==> src/rtl/burst_pkg.sv <==
// Shared definitions for the 16-bit burst request interface.
// Used by sdram_burst_responder and by the initiator cache.
package burst_pkg;

    // Responder FSM states
    typedef enum logic [2:0] {
        ST_IDLE     = 3'd0,
        ST_DELAY    = 3'd1,
        ST_READ     = 3'd2,
        ST_WRCAP    = 3'd3,
        ST_WRCOMMIT = 3'd4
    } state_e;

    localparam int unsigned LINE_WORDS      = 4;
    localparam int unsigned BURST_HALFWORDS = 8;
    localparam int unsigned MIN_LATENCY     = 2;

    localparam int unsigned HALF_W     = 16;
    localparam int unsigned WORD_W     = 32;
    localparam int unsigned BUS_ADDR_W = 32;
    localparam int unsigned CNT_W      = 4;   // delay counter width
    localparam int unsigned HW_IDX_W   = 3;   // halfword index within a burst
    localparam int unsigned WORD_IDX_W = 2;   // word index within a line

endpackage

==> src/rtl/sdram_burst_responder_if.sv <==
// Burst request bus between the cache (master) and the memory responder (slave).
//   sdram_req/sdram_rw/sdram_addr : request, direction (1 = line read), byte address
//   data_to_sdram                 : write halfwords, high half first
//   data_from_sdram               : read halfwords
//   sdram_fill                    : per-halfword data strobe
//   busy                          : responder is working on a burst
interface sdram_burst_responder_if;
    import burst_pkg::*;

    logic                  sdram_req;
    logic                  sdram_rw;
    logic [BUS_ADDR_W-1:0] sdram_addr;
    logic [HALF_W-1:0]     data_to_sdram;
    logic [HALF_W-1:0]     data_from_sdram;
    logic                  sdram_fill;
    logic                  busy;

    modport master (
        output sdram_req, sdram_rw, sdram_addr, data_to_sdram,
        input  data_from_sdram, sdram_fill, busy
    );

    modport slave (
        input  sdram_req, sdram_rw, sdram_addr, data_to_sdram,
        output data_from_sdram, sdram_fill, busy
    );

endinterface

==> src/rtl/sdram_burst_responder.sv <==
// Memory-side responder for the burst request bus. A line read returns the four
// words of a 16-byte line as eight halfwords, critical word first, wrapping in
// the line; a word write captures two halfwords and commits one memory write.
// Ports:
//   clk, reset    : clock, asynchronous active-low reset
//   bus           : burst request bus (slave side)
//   mem_addr      : word address to the synchronous memory
//   mem_rd, mem_q : read enable, read data returned the following cycle
//   mem_we, mem_d : one-cycle write enable and write data
module sdram_burst_responder
    import burst_pkg::*;
#(
    parameter int unsigned ADDR_WIDTH = 16,
    parameter int unsigned LATENCY    = 3     // legal range 2..15
) (
    input  logic                  clk,
    input  logic                  reset,
    sdram_burst_responder_if.slave bus,
    output logic [ADDR_WIDTH-3:0] mem_addr,
    output logic                  mem_rd,
    input  logic [WORD_W-1:0]     mem_q,
    output logic                  mem_we,
    output logic [WORD_W-1:0]     mem_d
);

    localparam int unsigned LINE_W = ADDR_WIDTH - 4;
    localparam logic [CNT_W-1:0] CNT_LOAD = CNT_W'(LATENCY - 1);
    localparam logic [HW_IDX_W-1:0] HW_LAST = HW_IDX_W'(BURST_HALFWORDS - 1);

    state_e state, state_nxt;

    logic [CNT_W-1:0]      cnt, cnt_nxt;
    logic [HW_IDX_W-1:0]   hw, hw_nxt;
    logic [WORD_IDX_W-1:0] start_word;
    logic [LINE_W-1:0]     line;
    logic                  rw;
    logic [HALF_W-1:0]     lo_hold, lo_hold_nxt;

    logic [HALF_W-1:0]     data_nxt;
    logic                  fill_nxt;
    logic                  busy_nxt;
    logic [ADDR_WIDTH-3:0] mem_addr_nxt;
    logic                  mem_rd_nxt;
    logic                  mem_we_nxt;
    logic [WORD_W-1:0]     mem_d_nxt;

    // Only ADDR_WIDTH-1:2 is decoded; the rest of the byte address aliases.
    logic unused_addr_bits;
    assign unused_addr_bits = ^bus.sdram_addr;

    // State register
    always_ff @(posedge clk or negedge reset) begin
        if (!reset) state <= ST_IDLE;
        else        state <= state_nxt;
    end

    // Next-state logic
    always_comb begin
        state_nxt = state;
        case (state)
            ST_IDLE:     if (bus.sdram_req) state_nxt = ST_DELAY;
            ST_DELAY:    if (cnt == '0) state_nxt = rw ? ST_READ : ST_WRCAP;
            ST_READ:     if (hw == HW_LAST) state_nxt = ST_IDLE;
            ST_WRCAP:    if (hw[0]) state_nxt = ST_WRCOMMIT;
            ST_WRCOMMIT: state_nxt = ST_IDLE;
            default:     state_nxt = ST_IDLE;
        endcase
    end

    // Output / datapath next values (registered below)
    always_comb begin
        cnt_nxt      = cnt;
        hw_nxt       = hw;
        lo_hold_nxt  = lo_hold;
        data_nxt     = bus.data_from_sdram;
        fill_nxt     = 1'b0;
        busy_nxt     = (state_nxt != ST_IDLE);
        mem_addr_nxt = mem_addr;
        mem_rd_nxt   = 1'b0;
        mem_we_nxt   = 1'b0;
        mem_d_nxt    = mem_d;

        case (state)
            ST_IDLE: begin
                cnt_nxt = CNT_LOAD;
                // At the minimum latency the first read must go out with the sample.
                if (bus.sdram_req && bus.sdram_rw && (CNT_LOAD == CNT_W'(1))) begin
                    mem_rd_nxt   = 1'b1;
                    mem_addr_nxt = bus.sdram_addr[ADDR_WIDTH-1:2];
                end
            end

            ST_DELAY: begin
                if (cnt != '0) begin
                    cnt_nxt = cnt - CNT_W'(1);
                    // Read of the critical word lands two cycles before the first fill.
                    if (rw && (cnt == CNT_W'(2))) begin
                        mem_rd_nxt   = 1'b1;
                        mem_addr_nxt = {line, start_word};
                    end
                end else begin
                    hw_nxt   = '0;
                    fill_nxt = 1'b1;
                    if (rw) begin
                        data_nxt     = mem_q[WORD_W-1:HALF_W];
                        lo_hold_nxt  = mem_q[HALF_W-1:0];
                        mem_rd_nxt   = 1'b1;
                        mem_addr_nxt = {line, start_word + WORD_IDX_W'(1)};
                    end
                end
            end

            ST_READ: begin
                if (hw != HW_LAST) begin
                    hw_nxt   = hw + HW_IDX_W'(1);
                    fill_nxt = 1'b1;
                    if (!hw[0]) begin
                        data_nxt = lo_hold;
                    end else begin
                        data_nxt    = mem_q[WORD_W-1:HALF_W];
                        lo_hold_nxt = mem_q[HALF_W-1:0];
                        // Prefetch the word after the one being presented; the last word needs none.
                        if (hw != HW_IDX_W'(5)) begin
                            mem_rd_nxt   = 1'b1;
                            mem_addr_nxt = {line, start_word + hw[2:1] + WORD_IDX_W'(2)};
                        end
                    end
                end
            end

            ST_WRCAP: begin
                if (!hw[0]) begin
                    mem_d_nxt[WORD_W-1:HALF_W] = bus.data_to_sdram;
                    hw_nxt   = HW_IDX_W'(1);
                    fill_nxt = 1'b1;
                end else begin
                    mem_d_nxt[HALF_W-1:0] = bus.data_to_sdram;
                    mem_we_nxt   = 1'b1;
                    mem_addr_nxt = {line, start_word};
                end
            end

            default: ;
        endcase
    end

    // Request capture, counters and registered outputs
    always_ff @(posedge clk or negedge reset) begin
        if (!reset) begin
            cnt                 <= '0;
            hw                  <= '0;
            start_word          <= '0;
            line                <= '0;
            rw                  <= 1'b0;
            lo_hold             <= '0;
            bus.data_from_sdram <= '0;
            bus.sdram_fill      <= 1'b0;
            bus.busy            <= 1'b0;
            mem_addr            <= '0;
            mem_rd              <= 1'b0;
            mem_we              <= 1'b0;
            mem_d               <= '0;
        end else begin
            if ((state == ST_IDLE) && bus.sdram_req) begin
                line       <= bus.sdram_addr[ADDR_WIDTH-1:4];
                start_word <= bus.sdram_addr[3:2];
                rw         <= bus.sdram_rw;
            end
            cnt                 <= cnt_nxt;
            hw                  <= hw_nxt;
            lo_hold             <= lo_hold_nxt;
            bus.data_from_sdram <= data_nxt;
            bus.sdram_fill      <= fill_nxt;
            bus.busy            <= busy_nxt;
            mem_addr            <= mem_addr_nxt;
            mem_rd              <= mem_rd_nxt;
            mem_we              <= mem_we_nxt;
            mem_d               <= mem_d_nxt;
        end
    end

endmodule

==> src/flat_wrapper.sv <==
// flat-port wrapper written by rule: the top's interface ports become plain ports
module sdram_burst_responder_flat import burst_pkg::*;
#(
    parameter int unsigned ADDR_WIDTH = 16,
    parameter int unsigned LATENCY    = 3                         
)
  (clk, reset, mem_addr, mem_rd, mem_q, mem_we, mem_d, bus_sdram_req, bus_sdram_rw, bus_sdram_addr, bus_data_to_sdram, bus_data_from_sdram, bus_sdram_fill, bus_busy);
  sdram_burst_responder_if bus_i ();
  input  logic clk;
  input  logic reset;
  output logic [ADDR_WIDTH-3:0] mem_addr;
  output logic mem_rd;
  input  logic [WORD_W-1:0] mem_q;
  output logic mem_we;
  output logic [WORD_W-1:0] mem_d;
  input wire logic [$bits(bus_i.sdram_req)-1:0] bus_sdram_req;
  input wire logic [$bits(bus_i.sdram_rw)-1:0] bus_sdram_rw;
  input wire logic [$bits(bus_i.sdram_addr)-1:0] bus_sdram_addr;
  input wire logic [$bits(bus_i.data_to_sdram)-1:0] bus_data_to_sdram;
  output wire logic [$bits(bus_i.data_from_sdram)-1:0] bus_data_from_sdram;
  output wire logic [$bits(bus_i.sdram_fill)-1:0] bus_sdram_fill;
  output wire logic [$bits(bus_i.busy)-1:0] bus_busy;
  assign bus_i.sdram_req = bus_sdram_req;
  assign bus_i.sdram_rw = bus_sdram_rw;
  assign bus_i.sdram_addr = bus_sdram_addr;
  assign bus_i.data_to_sdram = bus_data_to_sdram;
  assign bus_data_from_sdram = bus_i.data_from_sdram;
  assign bus_sdram_fill = bus_i.sdram_fill;
  assign bus_busy = bus_i.busy;
  sdram_burst_responder #(.ADDR_WIDTH(ADDR_WIDTH), .LATENCY(LATENCY)) u_core (.clk(clk), .reset(reset), .bus(bus_i), .mem_addr(mem_addr), .mem_rd(mem_rd), .mem_q(mem_q), .mem_we(mem_we), .mem_d(mem_d));
endmodule
==> config.mk <==
export PLATFORM = sky130hd
export DESIGN_NAME = sdram_burst_responder_flat
export DESIGN_NICKNAME = d
export VERILOG_FILES = /design/src/rtl/burst_pkg.sv /design/src/rtl/sdram_burst_responder_if.sv /design/src/rtl/sdram_burst_responder.sv /design/src/flat_wrapper.sv
export SDC_FILE = /design/constraint.sdc
export NUM_CORES = 1
export LEC_CHECK = 0
export ABC_AREA = 1
export CORE_AREA = 2 2 118 120
export DETAILED_ROUTE_END_ITERATION = 16
export DIE_AREA = 0 0 120 122
export PLACE_DENSITY = 0.59
export REMOVE_ABC_BUFFERS = 1
export SLEW_MARGIN = 30
export SYNTH_ARGS = -nofsm -noshare
export SYNTH_HDL_FRONTEND = slang
export SYNTH_SLANG_ARGS = --single-unit
==> constraint.sdc <==
create_clock -name clk -period 3.1 [get_ports clk]
set_input_delay 0.465 -clock clk [delete_from_list [all_inputs] [get_ports clk]]
set_output_delay 0.465 -clock clk [all_outputs]
set_load 0.01 [all_outputs]
==> results_dict.tcl, run 1 <==
set metrics [dict create \
    status "finished clean" \
    arrival_ns 2.39 \
    synth_warnings 0 \
    cts_tree "built" \
    critPathMaxStageDelay_ns 0.56 \
    post_drt_wl_per_cell_um 12.67 \
    fin_skew_ns 0.01139 \
    max-cap-violations 0 \
    rsz0062_at_grt "no" \
    start_util_pct 34.12 \
    h-tree-depth 3 \
    clock-sinks 107 \
    cp-end-kind "flip-flop" \
    tns_ns 0 \
    path_class "flip-flop to flip-flop" \
    synth_top_cell_area_share_pct 58.10 \
    post_cts_buffers 0 \
    grtUsageTotal_pct 15.43 \
    grt_overflow_total 0 \
    max_slew_margin_pct 43.83 \
    final-hold-violation-count 0 \
    clk_latency_ns 0.34 \
    grt_pass1_wl_um 17880 \
    routed_via_density 4.486 \
    ys_ff_latch 107 \
    syn_area_mm2 0.004608 \
    vdd_drop_max_uv 402.7 \
    root_buffer "clkbuf_16" \
    ys_seq_area_share_pct 58.10 \
    drt_first_pass_iters 4 \
    required_ns 3.33 \
    critical_path.top_delay_family "simple AND/OR/NAND/NOR gates" \
    die_h_um 122 \
    clock_path_buffers 2 \
    synthTopCellsByArea "dfrtp_1 (58%), nand2_1 (22%), o21ai_0 (6.1%)" \
    layout_common_cells "nand2_1 (267), clkdlybuf4s50_1 (130), dfrtp_1 (107)" \
    yosysUniqueCellTypes 25 \
    cts_hold_buf 0 \
    antenna_found_initial 0 \
    crit_buf_inv 1 \
    first_iter_violations 192 \
    report.final.slew_viol_count 0 \
    layout.nets 768 \
    die_w_um 120 \
    cts_buffers 9 \
    syn_avg_cell_area_um2 8.318 \
    reg2reg_slack_ns 0.94 \
    drive_gt1_share_pct 5.417 \
    dr_total_vias 3871 \
    setup_viol 0 \
    critPathMostFrequentCell "nand2_1" \
    core-area_mm2 0.01350 \
    crit_chain "nor2_2, nand2_2, nor2_4, inv_2, nand4_2, nand2_1, nand2_1" \
    final_common_cell "nand2_1" \
    row_count 43 \
    cpMaxStageDelayCell "nand4_2" \
    cp_max_fo 34 \
    p_total_mw 6.556 \
    syn_inst 554 \
    ant_nets 0 \
    dp_hpwl_um 7424 \
    hold_path.class "primary input to async pin" \
    clk_pin_slew_worst_paths_ns 0.07 \
    insertedDiodeCount 0 \
    ios 150 \
    post-route-period-util_pct 69.75 \
    grt_max_degree 63 \
    port_buffers 131 \
    drc 0 \
    fin_crit_ns 2.162 \
    startpoint_type "flip-flop" \
    fp.dieArea_mm2 0.01464 \
    powerDensity_mw_per_mm2 1028 \
    p_leak_nw 3.196 \
    routed_wl_um 10930 \
    worstMarginPinSlew_ns 0.8416 \
    place_congestion 0.7413 \
    cts_resized 0 \
    syn2layout_area_growth_pct 38.42 \
    yosysTopAreaCell "dfrtp_1" \
    fmax_ghz 0.4625 \
    first_global_vias 3663 \
    hold_ws_ns 0.1205 \
]
-- metal layers --
layer,vias to the layer above,GRT usage [%],wire length (µm)
met3,7,3.699,496
met1,1817,19.94,4939
li1,1970,-,-
met5,-,0,0
met2,77,25.57,5370
met4,0,5.074,127
-- cells in the mapped netlist, drive strengths merged --
master,instances
buf,11
inv,43
ha,6
nor2,14
a31oi,1
nand2,271
nor3,1
nand3,28
nand4,2
o21ai,58
dfrtp,107
nand3b,1
clkbuf,9
a21oi,1
o22ai,1
-- cell families (layout without fill, tap and decap cells) --
logic type / count (synthesis) / after routing / synth area share (%)
compound gates: 61 / 61 / 6.761
fa+ha+maj: 6 / 6 / 1.629
buf+inv: 63 / 192 / 5.539
flops: 107 / 107 / 58.10
simple gates: 317 / 317 / 27.97
-- flip-flops by register name, summed over array words and instances, names as in the netlist --
signal	count
u_core.cnt	4
u_core.bus.sdram_fill	1
u_core.lo_hold	16
u_core.rw	1
u_core.mem_addr	14
u_core.line	12
u_core.state	3
u_core.mem_rd	1
u_core.hw	3
u_core.mem_d	32
u_core.bus.busy	1
u_core.mem_we	1
u_core.bus.data_from_sdram	16
u_core.start_word	2
-- power by group --
part	switching, mW	total [mW]	internal, mW
Combinational	1.65	2.96	1.31
Clock	0.510	1.16	0.654
Sequential	0.367	2.43	2.07
-- through the flow --
step                utilization (%)  worst slack [ns]  instances  instance area (µm²)
CTS                           47.23            0.8846        863                 6379
global route                  47.23            0.6361        863                 6379
floorplan                         -             1.385        534                 4514
detailed placement            44.99            0.8984        847                 6076
finish                        47.23            0.9378        863                 6379
global placement              44.99            0.9369        847                 6076
-- worst paths after layout --
check                                     end  cells past startpoint               start
max                        u_core.lo_hold[12]                      7     u_core.state[0]
min                           u_core.state[1]                      1               reset
max reg2reg                u_core.lo_hold[12]                      7     u_core.state[0]
min reg2reg                u_core.mem_addr[4]                      2  u_core.mem_addr[4]
max in group asynchronous  u_core.lo_hold[14]                      2               reset
min in group clk           u_core.mem_addr[4]                      2  u_core.mem_addr[4]
-- final cells by class --
class / count / area, µm²
inverter: 43 / 161.4
sequential: 107 / 2678
clock buffer: 11 / 242.7
clock inverter: 5 / 60.06
tap: 180 / 225.2
multi-input combinational: 384 / 1675
fill: 1316 / 7126
timing repair buffer: 133 / 1336
Note: power is estimated with default switching activity, not from simulation.
==> inputs of run 2 (changes only) <==
Clock period 3.1 ns to 2.2 ns, I/O delays scaled along.
==> run 2 against run 1 <==
Compared with the run above: sequential power is 42% higher; non-clock buffer count is 10 higher; final cell count is 1.2% higher; first-iteration DRC count is 22% higher; sequential cell count stayed put; largest cell class unchanged.
==> results_dict.tcl, run 2 (same netlist as run 1, synthesis figures left out) <==
set metrics [dict create \
    p_total_mw 9.388 \
    cp_max_fo 16 \
    clk_latency_ns 0.34 \
    setup_viol 0 \
    ant_nets 0 \
    port_buffers 131 \
    report.final.slew_viol_count 0 \
    worstMarginPinSlew_ns 0.8337 \
    routed_wl_um 10990 \
    critPathMaxStageDelay_ns 0.46 \
    drive_gt1_share_pct 6.782 \
    h-tree-depth 3 \
    hold_path.class "primary input to async pin" \
    status "finished clean" \
    grt_max_degree 73 \
    cp-end-kind "flip-flop" \
    routed_via_density 4.496 \
    fmax_ghz 0.5252 \
    cts_buffers 9 \
    grt_overflow_total 0 \
    grt_pass1_wl_um 18240 \
    post-route-period-util_pct 86.55 \
    core-area_mm2 0.01350 \
    p_leak_nw 3.246 \
    largest_reg_flops 32 \
    rsz0062_at_grt "no" \
    critical_path.top_delay_family "simple AND/OR/NAND/NOR gates" \
    die_w_um 120 \
    reg_top3 "u_core.mem_d x32, u_core.bus.data_from_sdram x16, u_core.lo_hold x16" \
    layout_common_cells "nand2_1 (267), clkdlybuf4s50_1 (130), dfrtp_1 (107)" \
    cts_tree "built" \
    drt_first_pass_iters 4 \
    final-hold-violation-count 0 \
    dp_hpwl_um 7501 \
    place_congestion 0.7718 \
    clock_path_buffers 2 \
    post_drt_wl_per_cell_um 12.59 \
    fin_crit_ns 1.904 \
    grtUsageTotal_pct 15.73 \
    clock-sinks 107 \
    vdd_drop_max_uv 563.2 \
    fp.dieArea_mm2 0.01464 \
    dr_total_vias 3925 \
    first_iter_violations 235 \
    cts_resized 0 \
    start_util_pct 34.12 \
    setup_ws_ns 0.2960 \
    path_class "flip-flop to flip-flop" \
    layout.nets 778 \
    antenna_found_initial 0 \
    row_count 43 \
    powerDensity_mw_per_mm2 1452 \
    cpMaxStageDelayCell "nand4_2" \
    crit_buf_inv 1 \
    crit_chain "inv_1, ha_1, nand2_1, o21ai_2, nand4_2, nand2_1, nand2_1" \
    root_buffer "clkbuf_16" \
    clk_pin_slew_worst_paths_ns 0.07 \
    drc 0 \
    max_slew_margin_pct 44.36 \
    ios 150 \
    first_global_vias 3809 \
    max-cap-violations 0 \
    critPathMostFrequentCell "nand2_1" \
    required_ns 2.43 \
    pre_cts_ws_ns 0.3308 \
    die_h_um 122 \
    insertedDiodeCount 0 \
    final_common_cell "nand2_1" \
    top_register "u_core.mem_d" \
    startpoint_type "flip-flop" \
    syn2layout_area_growth_pct 40.29 \
    fin_skew_ns 0.006177 \
    arrival_ns 2.14 \
    tns_ns 0 \
]
[run 2: worst paths after layout]
kind | slack, ns | from | cells past startpoint | endpoint
max | 0.30 | u_core.cnt[0] | 7 | u_core.lo_hold[6]
min | 0.47 | reset | 2 | u_core.mem_d[4]
max reg2reg | 0.30 | u_core.cnt[0] | 7 | u_core.lo_hold[6]
min reg2reg | 0.47 | u_core.line[0] | 2 | u_core.line[0]
max in group asynchronous | 1.02 | reset | 3 | u_core.lo_hold[14]
min in group clk | 0.47 | u_core.line[0] | 2 | u_core.line[0]
[run 2: through the flow]
stage          util, %  instances  cell area [µm²]  hold WS, ns
3_3_place_gp     45.49        856             6143       0.2895
6_report         47.87        873             6465       0.4663
4_1_cts          47.87        873             6465       0.4765
2_1_floorplan        -        534             4514      0.03441
3_5_place_dp     45.49        856             6143       0.2915
5_1_grt          47.87        873             6465       0.4950
[run 2: what timing repair did]
item | 4_1_cts | 5_1_grt
setup buffers | 0 | 0
hold buffers | 1 | 0
hold endpoints to repair | 27 | 0
[run 2: power breakdown]
part           internal, mW  switching (mW)
Clock                 0.924           0.729
Combinational          1.94            2.36
Sequential             2.91           0.530
Total                  5.77            3.62
[run 2: area by class of cell]
class	instances	area, µm²
fillers	1305	7039
inverters	43	161.4
flip-flops and latches	107	2678
repair buffers	143	1414
well taps	180	225.2
multi-input cells	384	1675
clock buffers	10	239.0
clock inverters	6	72.57
[run 2: routing by layer]
metal,up-vias,global-route usage (%),share of wire [%]
li1,1982,-,-
met1,1845,20.53,46
met2,91,25.57,48
met3,7,4.260,5.4
met4,0,4.926,0.79
met5,-,0,0
